===== src/rtl/regfile_wb_arbiter.sv =====
// regfile_wb_arbiter: owns the single register-file write port.
// The in-order pipeline writeback has no backpressure, so it always wins the port.
// A multi-cycle MDU result that loses the port waits in a one-entry skid buffer.
// A wait counter raises a stall request when that buffered result has waited MAX_WAIT cycles.
// A pending-destination scoreboard tracks issued MDU ops and reports RAW/WAW hazards.
module regfile_wb_arbiter #(
  parameter int DATA_WIDTH = 32,
  parameter int MAX_WAIT   = 4
) (
  input  logic                  clk_i,
  input  logic                  reset_ni,
  input  logic                  pipe_we_i,
  input  logic [4:0]            pipe_rd_i,
  input  logic [DATA_WIDTH-1:0] pipe_data_i,
  input  logic                  mdu_valid_i,
  input  logic [4:0]            mdu_rd_i,
  input  logic [DATA_WIDTH-1:0] mdu_data_i,
  output logic                  mdu_ready_o,
  input  logic                  issue_mdu_i,
  input  logic [4:0]            issue_rd_i,
  input  logic [4:0]            adrs1_i,
  input  logic [4:0]            adrs2_i,
  input  logic [4:0]            adrs_rd_i,
  output logic                  hazard_o,
  output logic                  stall_req_o,
  output logic                  write_enable_o,
  output logic [4:0]            wb_address_o,
  output logic [DATA_WIDTH-1:0] write_data_o
);

  localparam logic [3:0] MaxWaitC = 4'(MAX_WAIT);

  // Write port output register; src_mdu marks a write that came from the MDU
  logic                  we_q, we_d;
  logic [4:0]            addr_q, addr_d;
  logic [DATA_WIDTH-1:0] data_q, data_d;
  logic                  src_mdu_q, src_mdu_d;

  // One-entry skid buffer for an MDU result that lost arbitration
  logic                  buf_valid_q, buf_valid_d;
  logic [4:0]            buf_rd_q, buf_rd_d;
  logic [DATA_WIDTH-1:0] buf_data_q, buf_data_d;

  // Starvation tracking for the buffered result
  logic [3:0]            wait_cnt_q, wait_cnt_d;
  logic [3:0]            wait_cnt_inc;
  logic                  stall_q, stall_d;

  // Pending-destination scoreboard for issued MDU ops
  logic [31:0]           pending_q, pending_d;

  logic                  pipe_win;
  logic                  mdu_accept;
  logic                  drain;

  assign mdu_ready_o    = !buf_valid_q;
  assign hazard_o       = pending_q[adrs1_i] | pending_q[adrs2_i] | pending_q[adrs_rd_i];
  assign stall_req_o    = stall_q;
  assign write_enable_o = we_q;
  assign wb_address_o   = addr_q;
  assign write_data_o   = data_q;

  assign pipe_win     = pipe_we_i && (pipe_rd_i != 5'd0);
  assign mdu_accept   = mdu_valid_i && mdu_ready_o;
  assign wait_cnt_inc = (wait_cnt_q == 4'hF) ? wait_cnt_q : wait_cnt_q + 4'd1;

  // Port arbitration: pipeline first, then the buffered MDU result, then a direct MDU result.
  // An accepted MDU result with rd=0 completes its handshake here and is simply dropped.
  always_comb begin
    we_d        = 1'b0;
    addr_d      = addr_q;
    data_d      = data_q;
    src_mdu_d   = 1'b0;
    buf_valid_d = buf_valid_q;
    buf_rd_d    = buf_rd_q;
    buf_data_d  = buf_data_q;
    drain       = 1'b0;
    if (pipe_win) begin
      we_d   = 1'b1;
      addr_d = pipe_rd_i;
      data_d = pipe_data_i;
      if (mdu_accept && (mdu_rd_i != 5'd0)) begin
        buf_valid_d = 1'b1;
        buf_rd_d    = mdu_rd_i;
        buf_data_d  = mdu_data_i;
      end
    end else if (buf_valid_q) begin
      we_d        = 1'b1;
      addr_d      = buf_rd_q;
      data_d      = buf_data_q;
      src_mdu_d   = 1'b1;
      buf_valid_d = 1'b0;
      drain       = 1'b1;
    end else if (mdu_accept && (mdu_rd_i != 5'd0)) begin
      we_d      = 1'b1;
      addr_d    = mdu_rd_i;
      data_d    = mdu_data_i;
      src_mdu_d = 1'b1;
    end
  end

  // Wait counter and stall request; an active stall is held through the drain cycle
  always_comb begin
    wait_cnt_d = 4'd0;
    stall_d    = 1'b0;
    if (buf_valid_q && !drain) begin
      wait_cnt_d = wait_cnt_inc;
      stall_d    = (wait_cnt_inc >= MaxWaitC);
    end else if (drain) begin
      stall_d = stall_q;
    end
  end

  // Scoreboard: clear when the register file captures an MDU write, then set on issue so set wins
  always_comb begin
    pending_d = pending_q;
    if (we_q && src_mdu_q) begin
      pending_d[addr_q] = 1'b0;
    end
    if (issue_mdu_i && (issue_rd_i != 5'd0)) begin
      pending_d[issue_rd_i] = 1'b1;
    end
  end

  // State registers with synchronous active-low reset
  always_ff @(posedge clk_i) begin
    if (!reset_ni) begin
      we_q        <= 1'b0;
      addr_q      <= 5'd0;
      data_q      <= '0;
      src_mdu_q   <= 1'b0;
      buf_valid_q <= 1'b0;
      buf_rd_q    <= 5'd0;
      buf_data_q  <= '0;
      wait_cnt_q  <= 4'd0;
      stall_q     <= 1'b0;
      pending_q   <= 32'd0;
    end else begin
      we_q        <= we_d;
      addr_q      <= addr_d;
      data_q      <= data_d;
      src_mdu_q   <= src_mdu_d;
      buf_valid_q <= buf_valid_d;
      buf_rd_q    <= buf_rd_d;
      buf_data_q  <= buf_data_d;
      wait_cnt_q  <= wait_cnt_d;
      stall_q     <= stall_d;
      pending_q   <= pending_d;
    end
  end

endmodule

===== config.mk =====
export PLATFORM = sky130hd
export DESIGN_NAME = regfile_wb_arbiter
export DESIGN_NICKNAME = d
export VERILOG_FILES = /design/src/rtl/regfile_wb_arbiter.sv
export SDC_FILE = /design/constraint.sdc
export NUM_CORES = 1
export LEC_CHECK = 0
export CORE_AREA = 2 2 130 195
export DETAILED_ROUTE_END_ITERATION = 7
export DIE_AREA = 0 0 132 197
export MAX_ROUTING_LAYER = met4
export SYNTH_ARGS = -nofsm -noshare
export SYNTH_HDL_FRONTEND = slang
export SYNTH_SLANG_ARGS = --single-unit

===== constraint.sdc =====
create_clock -name clk_i -period 4.5 [get_ports clk_i]
set_clock_uncertainty 0.15 [all_clocks]
set_input_delay 0.45 -clock clk_i [delete_from_list [all_inputs] [get_ports clk_i]]
set_output_delay 0.45 -clock clk_i [all_outputs]
set_load 0.005 [all_outputs]

== Yosys cells after proc, flatten, opt, wreduce, memory -nomap -nowiden ==
Cells that the tools add are included.
W data, S select, Z words.
Cells by class
  equal/unequal tests: 2
  bitwise operators: 6
  reduce and logical (&&, ||, !) cells: 18
  $lt $le $gt $ge: 8
  multiplexer cells: 26
  $add $sub $neg: 1
Operators by type and width (count)
  $mux W32: 5
  $and A32 B32 Y32: 1
  $not A32 Y32: 1
  $or A32 B32 Y32: 1
  $lt A5 B6 Y1 const B: 5
  $bmux W1 S5: 3
  $mux W5: 3
  $reduce_bool A5 Y1: 3
  $mux W1: 12
  $demux W1 S5: 2
  $ge A5 B1 Y1 const B: 2
  $logic_and A1 B1 Y1: 8
  $reduce_and A2 Y1: 3
  $add A4 B1 Y4 const B: 1
  $eq A4 B4 Y1 const B: 1
  $ge A4 B3 Y1 const B: 1
  $mux W4: 1
  $reduce_bool A3 Y1: 1
  $logic_not A1 Y1: 2
  $ne A2 B1 Y1 const B: 1
  $or A1 B1 Y1: 2
  $reduce_or A2 Y1: 1
  $not A1 Y1: 1
Word-level totals
  bits of input ports: 99
  register bits after elaboration: 114
  word-level logic and storage cells: 71

== Longest topological paths before layout ==
Gate-level depths: netlist (run 1).
  depth in word-level cells: 9
  mapped depth: 7
  gate-level depth less buffers: 6

== Worst setup path after synthesis (run 1) ==
No wires, ideal clock.
  path kind: input -> output
  start point: in adrs_rd_i[0]
  end point: out hazard_o
  data arrival time: 2.142 ns
  slack: 1.758 ns
  cell stages on the path: 6
  cell sequence: buf_2 > mux4_2 > mux4_2 > mux2i_1 > nand2_1 > or3_1
Between the ends
  word-level cells in the longest chain between the ends: 3
RTL lines
  start: declaration: RTL line 23  | input logic [4:0] adrs_rd_i,
  $bmux W1 S5: RTL line 57  | assign hazard_o = pending_q[adrs1_i] | pending_q[adrs2_i] | pending_q[adrs_rd_i];
  $mux W1 (not written as such): RTL line 57
  $or A1 B1 Y1: RTL line 57
  end: declaration: RTL line 24  | output logic hazard_o,
Every way passes these cells. The select of a mux whose other input is x is not followed.

== Worst setup path after layout (run 1) ==
Ends and elaborated chain as after synthesis.

==> results of run 1 <==
## where the power goes
part           leakage, uW  switching, uW  total (uW)  internal, uW
Sequential        0.000933           40.4        1100          1060
Clock             0.000306            493        1450           954
Combinational      0.00155            176         389           212
## final timing paths
kind / to / slack (ns)
worst max-delay path: hazard_o / 0.65
worst min-delay path: buf_rd_q[4] / 0.31
worst max register to register: write_data_o[13] / 2.38
worst min register to register: buf_rd_q[4] / 0.31
## per-stage QoR
stage	total power, uW	cells	cell area (sq um)	setup slack, ns
global placement	1510	1099	7620	0.661
CTS	2970	1131	8250	0.623
floorplan	1300	688	5990	1.76
detailed placement	1510	1099	7620	0.625
finish	2930	1132	8250	0.654
global route	3060	1132	8250	0.503
## kinds of logic (layout without fill, tap and decap cells)
group / count (synthesis) / count (layout)
XOR/XNOR: 1 / 1
flip-flops: 114 / 114
adder cells (fa/ha/maj): 1 / 1
buffers and inverters: 60 / 179
multiplexers: 68 / 68
AND/OR/NAND/NOR: 217 / 217
AO/OA/AOI/OAI: 227 / 227
other: 0 / 1
## worst max-delay path, delay by kind of cell
family / cells / cell delay [ns]
and+or+nand+nor: 2 / 0.36
buffers and inverters: 2 / 1.23
muxes: 3 / 1.20
## synthesized netlist by cell type, drive strengths merged (4+ instances only)
cell	count	area, sq um
mux4	22	495
nand4	4	25.0
clkbuf	47	176
and3	5	31.3
o21ai	70	350
a21boi	105	788
nor3	6	30.0
buf	10	48.8
mux2i	45	450
nor3b	6	45.0
nor2	13	48.8
nand3b	4	30.0
o211ai	39	293
nand3	7	40.0
nand2	153	574
dfxtp	114	2280
## final cells by class
class                      count  area, sq um
fill                        2506        16000
multi-input combinational    514         3490
sequential                   114         2290
timing repair buffer         144         1420
clock buffer                  19          453
tap                          324          405
clock inverter                13          181
inverter                       3         11.3
antenna                        1         2.50
## flip-flops by register name (all words and copies together) (netlist names), 3 cells and up, named ones only
name          flops
buf_data_q       32
pending_q        32
write_data_o     32
buf_rd_q          5
wb_address_o      5
wait_cnt_q        3
## per-layer routing
metal	routed length [microns]	global-route usage (%)	up-vias
met3	1010	4.45	28
met5	0	-	-
met1	8060	17.3	2645
li1	-	-	2700
met4	399	5.92	0
met2	9720	26.2	178
## cells in the final DEF, fill, tap and decap left out, types with 3 or more instances in the layout
cell               n
clkinv_2           3
clkbuf_16         17
a21boi_1           4
nand3b_1           4
nor2_1            13
and3b_1            3
or3_1              3
inv_1              3
mux2i_1           45
nor3_1             6
nand3_1            6
clkdlybuf4s50_1  138
o2111ai_1          3
nand2_1          153
mux4_2            22
clkinvlp_4         3
dfxtp_1          113
bufinv_16          4
and3_1             4
o211ai_1          39
a21boi_0         101
buf_4              5
nand2b_1           3
nand4_1            4
nor3b_1            6
o21ai_0           69
==> metrics.yaml, run 1 <==
layout-drive-gt1-share_pct: 8.55
setup.worst_path.end_class: "output port"
yosys_register_bits: 114
synth_edf_count: 0
initial_utilization_pct: 24.7
num_io_pins: 140
synthDistinctLibCells: 40
die-area_sq_um: 26000
worst_setup_hold_path_clk_slew_ns: 0.06
synth_flop_cell: "dfxtp_1"
regToRegStartpoint: "buf_valid_q"
route.final.wire_length_mm: 19.2
tritoncts: "built"
post-route-util_pct: 34.0
whs_path_depth: 2
dieHeight_microns: 197
cp-start-kind: "input port"
hp-start: "buf_rd_q[4]"
crit_path_start: "adrs_rd_i[0]"
required_ns: 3.90
critical_path.slowest_cell: "clkdlybuf4s50_1"
synthSimpleGateAreaFrac_pct: 16.1
power_density_nw_per_um2: 355
grt.overflow.total: 0
timing.max_cap.violations: 0
drt_drc_violations_left: 0
combinational_family_with_the_most_area_after_synthesis: "compound AO/OA/AOI/OAI gates"
crit_arrival_ns: 3.25
synth_area_per_cell_sq_um: 8.71
tritoncts_num_sinks: 114
ctsRootBufferMaster: "clkbuf_16"
hold_path.class: "reg2reg"
io_buffers: 139
count_of_final_max_slew_check_failures: 0
vias: 5551
die_width_microns: 132
global_route_wire_length_before_repair_mm: 30.8
detail-route-antenna-nets: 0
maximum_number_of_pins_on_one_net_before_global_route_repair: 59
post-cts-setup-buffer-count: 0
synth_area_sq_um: 5990
timing_worst_slew_pin_value_ns: 1.12
seq_area_frac_synth_pct: 38.1
synth_async_sr_flop_share_pct: 0
holdBufCountCts: 0
post_cts_resized: 0
areaGrowthSynthToFinish_pct: 37.7
clock_tree.htree_level_count: 4
syn_nets: 788
max-slew-margin-rel_pct: 24.9
synthesis.instances: 688
ys_warn_count: 0
clk-insertion-delay-late_ns: 0.41
path_class: "in2out"
vdd_drop_max_mv: 0.247
r2r_cells: 5
grt_setup_unrepaired: "no"
max_freq_mhz: 260
drt_iter0_markers: 290
timing.final.crit_period_ns: 3.85
clk_path_buf_depth: 2
timing.final.hold_violations: 0
drt_pre_antenna_iters: 4
hold-worst-slack_ns: 0.313
synth_xor_area_share_pct: 0.146
yosys-mux-area-fraction_pct: 16.0
grt.total_usage_pct: 15.5
fin_crit_sh_pct: 85.5
antenna_found_initial: 1
layout.nets: 894
fin_tns_setup_ns: 0
floorplan.rows: 70
timing.critical_path.cells: "clkdlybuf4s50_1 -> mux4_2 -> mux4_2 -> mux2i_1 -> nand2_1 -> or3_1 -> clkdlybuf4s50_1"
max_stage_delay_ns: 0.79
total_cts_buffers: 17
fraction_of_the_mapped_netlist_area_in_compound_gates_pct: 25.5
post_synth_fa_ha_maj_area_fraction_pct: 0.209
setup-violations-final: 0
finalWeightedCongestion: 0.917
dpl.hpwl_mm: 13.3
status: "finished clean"
core-area_sq_um: 24300
leakagePower_uw: 0.00279
grt_pass1_vias: 5545
wl_per_cell_microns: 17.0
critPathMaxFanout: 8
route.detailed.vias_per_inst: 4.90
(Power assumes the default switching activity.)
==> run 2: changes to the inputs <==
Settings changed: SLEW_MARGIN set to 20.
Clock period 4.5 ns to 4.1 ns, I/O delays scaled along.
==> run 2 against run 1 <==
Compared with the run above:
- core utilization is essentially flat
- register-to-register slack lost 0.39 ns
- global-route usage grew 0.22 points
- sequential share of layout area is essentially flat
- worst setup slack lost 0.14 ns
- first-iteration DRC count shrank 5.2%
- total power grew 7.2%
- cell count grew 0.35%
- combinational power grew 10%
- clock-buffer cell count shrank 1
- routed wire length grew 0.87%
- die area is the same
- critical path type unchanged
==> metrics.yaml, run 2 (same netlist as run 1, synthesis figures left out) <==
critPathMaxFanout: 8  # unchanged
fin_tns_setup_ns: 0  # unchanged
multi_input_logic_area_sq_um: 3490  # unchanged
core-area_sq_um: 24300  # unchanged
die-area_sq_um: 26000  # unchanged
worst_setup_hold_path_clk_slew_ns: 0.05  # about the same
timing_worst_slew_pin_value_ns: 1.11  # -0.0176 ns
post-route-util_pct: 34.0  # about the same
timing.final.crit_period_ns: 3.58
max-slew-margin-rel_pct: 26.1  # +1.2 points
leakagePower_uw: 0.00279  # -0.10%
setup.worst_path.end_class: "output port"
vias: 5555  # +0.072%
count_of_final_max_slew_check_failures: 0  # unchanged
tritoncts: "built"
hold_path.class: "reg2reg"
wl_per_cell_microns: 17.0  # +0.52%
ctsRootBufferMaster: "clkbuf_16"
number_of_fill_cells: 2557  # +2.0%
areaGrowthSynthToFinish_pct: 37.6  # about the same
dieHeight_microns: 197  # unchanged
route.detailed.vias_per_inst: 4.89  # -0.28%
max_freq_mhz: 279
grt_pass1_vias: 5583  # +0.69%
clk-insertion-delay-late_ns: 0.42  # about the same
cp-start-kind: "input port"
crit_arrival_ns: 3.02  # -0.23 ns
drt_pre_antenna_iters: 4  # unchanged
path_class: "in2out"
num_io_pins: 140  # unchanged
min_setup_slack_post_route_ns: 0.516  # -0.138 ns
required_ns: 3.54  # -0.36 ns
fin_crit_sh_pct: 87.4
grt.total_usage_pct: 15.7  # +0.22 points
status: "finished clean"
grt.overflow.total: 0  # unchanged
tritoncts_num_sinks: 114  # unchanged
dpl.hpwl_mm: 13.7  # +3.3%
vdd_drop_max_mv: 0.222  # -10%
grt_setup_unrepaired: "no"
total_cts_buffers: 17  # unchanged
mostFrequentLayoutCells: "nand2_1 (153), clkdlybuf4s50_1 (138), dfxtp_1 (113)"
drt_drc_violations_left: 0  # unchanged
global_route_wire_length_before_repair_mm: 31.1  # +1.2%
holdBufCountCts: 0  # unchanged
detail-route-antenna-nets: 0  # unchanged
setup-violations-final: 0  # unchanged
most_frequent_standard_cell_in_the_layout_excluding_fill_and_tap_cells: "nand2_1"
clock_tree.htree_level_count: 4  # unchanged
io_buffers: 139  # unchanged
layout.area.seq_sq_um: 2290  # unchanged
post_cts_resized: 0  # unchanged
die_width_microns: 132  # unchanged
timing.max_cap.violations: 0  # unchanged
timing.final.hold_violations: 0  # unchanged
clk_path_buf_depth: 2  # unchanged
antenna_found_initial: 1  # unchanged
post-cts-setup-buffer-count: 0  # unchanged
preCtsSetupSlack_ns: 0.507  # -0.118 ns
layout.nets: 898  # +0.45%
initial_utilization_pct: 24.7  # unchanged
power_density_nw_per_um2: 381  # +7.3%
finalWeightedCongestion: 0.903  # -1.5%
layout-drive-gt1-share_pct: 9.00  # +0.45 points
drt_iter0_markers: 275  # -5.2%
floorplan.rows: 70  # unchanged
route.final.wire_length_mm: 19.4  # +0.87%
maximum_number_of_pins_on_one_net_before_global_route_repair: 48  # -19%
run 2: power by group:
group	total, uW	internal (uW)	switching (uW)
Combinational	428	235	193
Clock	1510	966	547
Sequential	1200	1160	44.9
Total	3150	2360	785
run 2: metal layers:
layer	wire [microns]	GRT usage (%)	vias up
li1	-	-	2701
met1	7950	17.3	2647
met2	9880	26.7	169
met3	995	4.12	38
met4	534	6.88	0
met5	0	-	-
run 2: final cells by class:
class / instances / share of cell area (%)
Multi-Input combinational cell: 514 / 42.3
Sequential cell: 114 / 27.7
Timing Repair Buffer: 148 / 17.6
Clock buffer: 18 / 5.32
Tap cell: 324 / 4.91
Clock inverter: 14 / 1.97
Inverter: 3 / 0.136
Antenna cell: 1 / 0.0303
run 2: stage by stage:
step	std cells	hold WS, ns	cell area, sq um	total power (uW)
floorplan	688	0.293	5990	1420
global placement	1103	0.300	7650	1660
detailed placement	1103	0.307	7650	1660
CTS	1135	0.315	8250	3190
global route	1136	0.335	8250	3300
finish	1136	0.310	8250	3150
run 2: worst paths after layout:
kind	end	slack, ns	start	cells past startpoint
worst max-delay path	hazard_o	0.52	adrs_rd_i[0]	8
worst min-delay path	buf_data_q[27]	0.31	buf_data_q[27]	2
worst max register to register	write_data_o[7]	1.99	buf_valid_q	5
worst min register to register	buf_data_q[27]	0.31	buf_data_q[27]	2
run 2: critical path, stage by stage:
cell and delay, ns:
clkdlybuf4s50_1 0.46, buf_4 0.19, mux4_2 0.53, mux4_2 0.48, mux2i_1 0.13, nand2_1 0.06
or3_1 0.31, clkdlybuf4s50_1 0.45
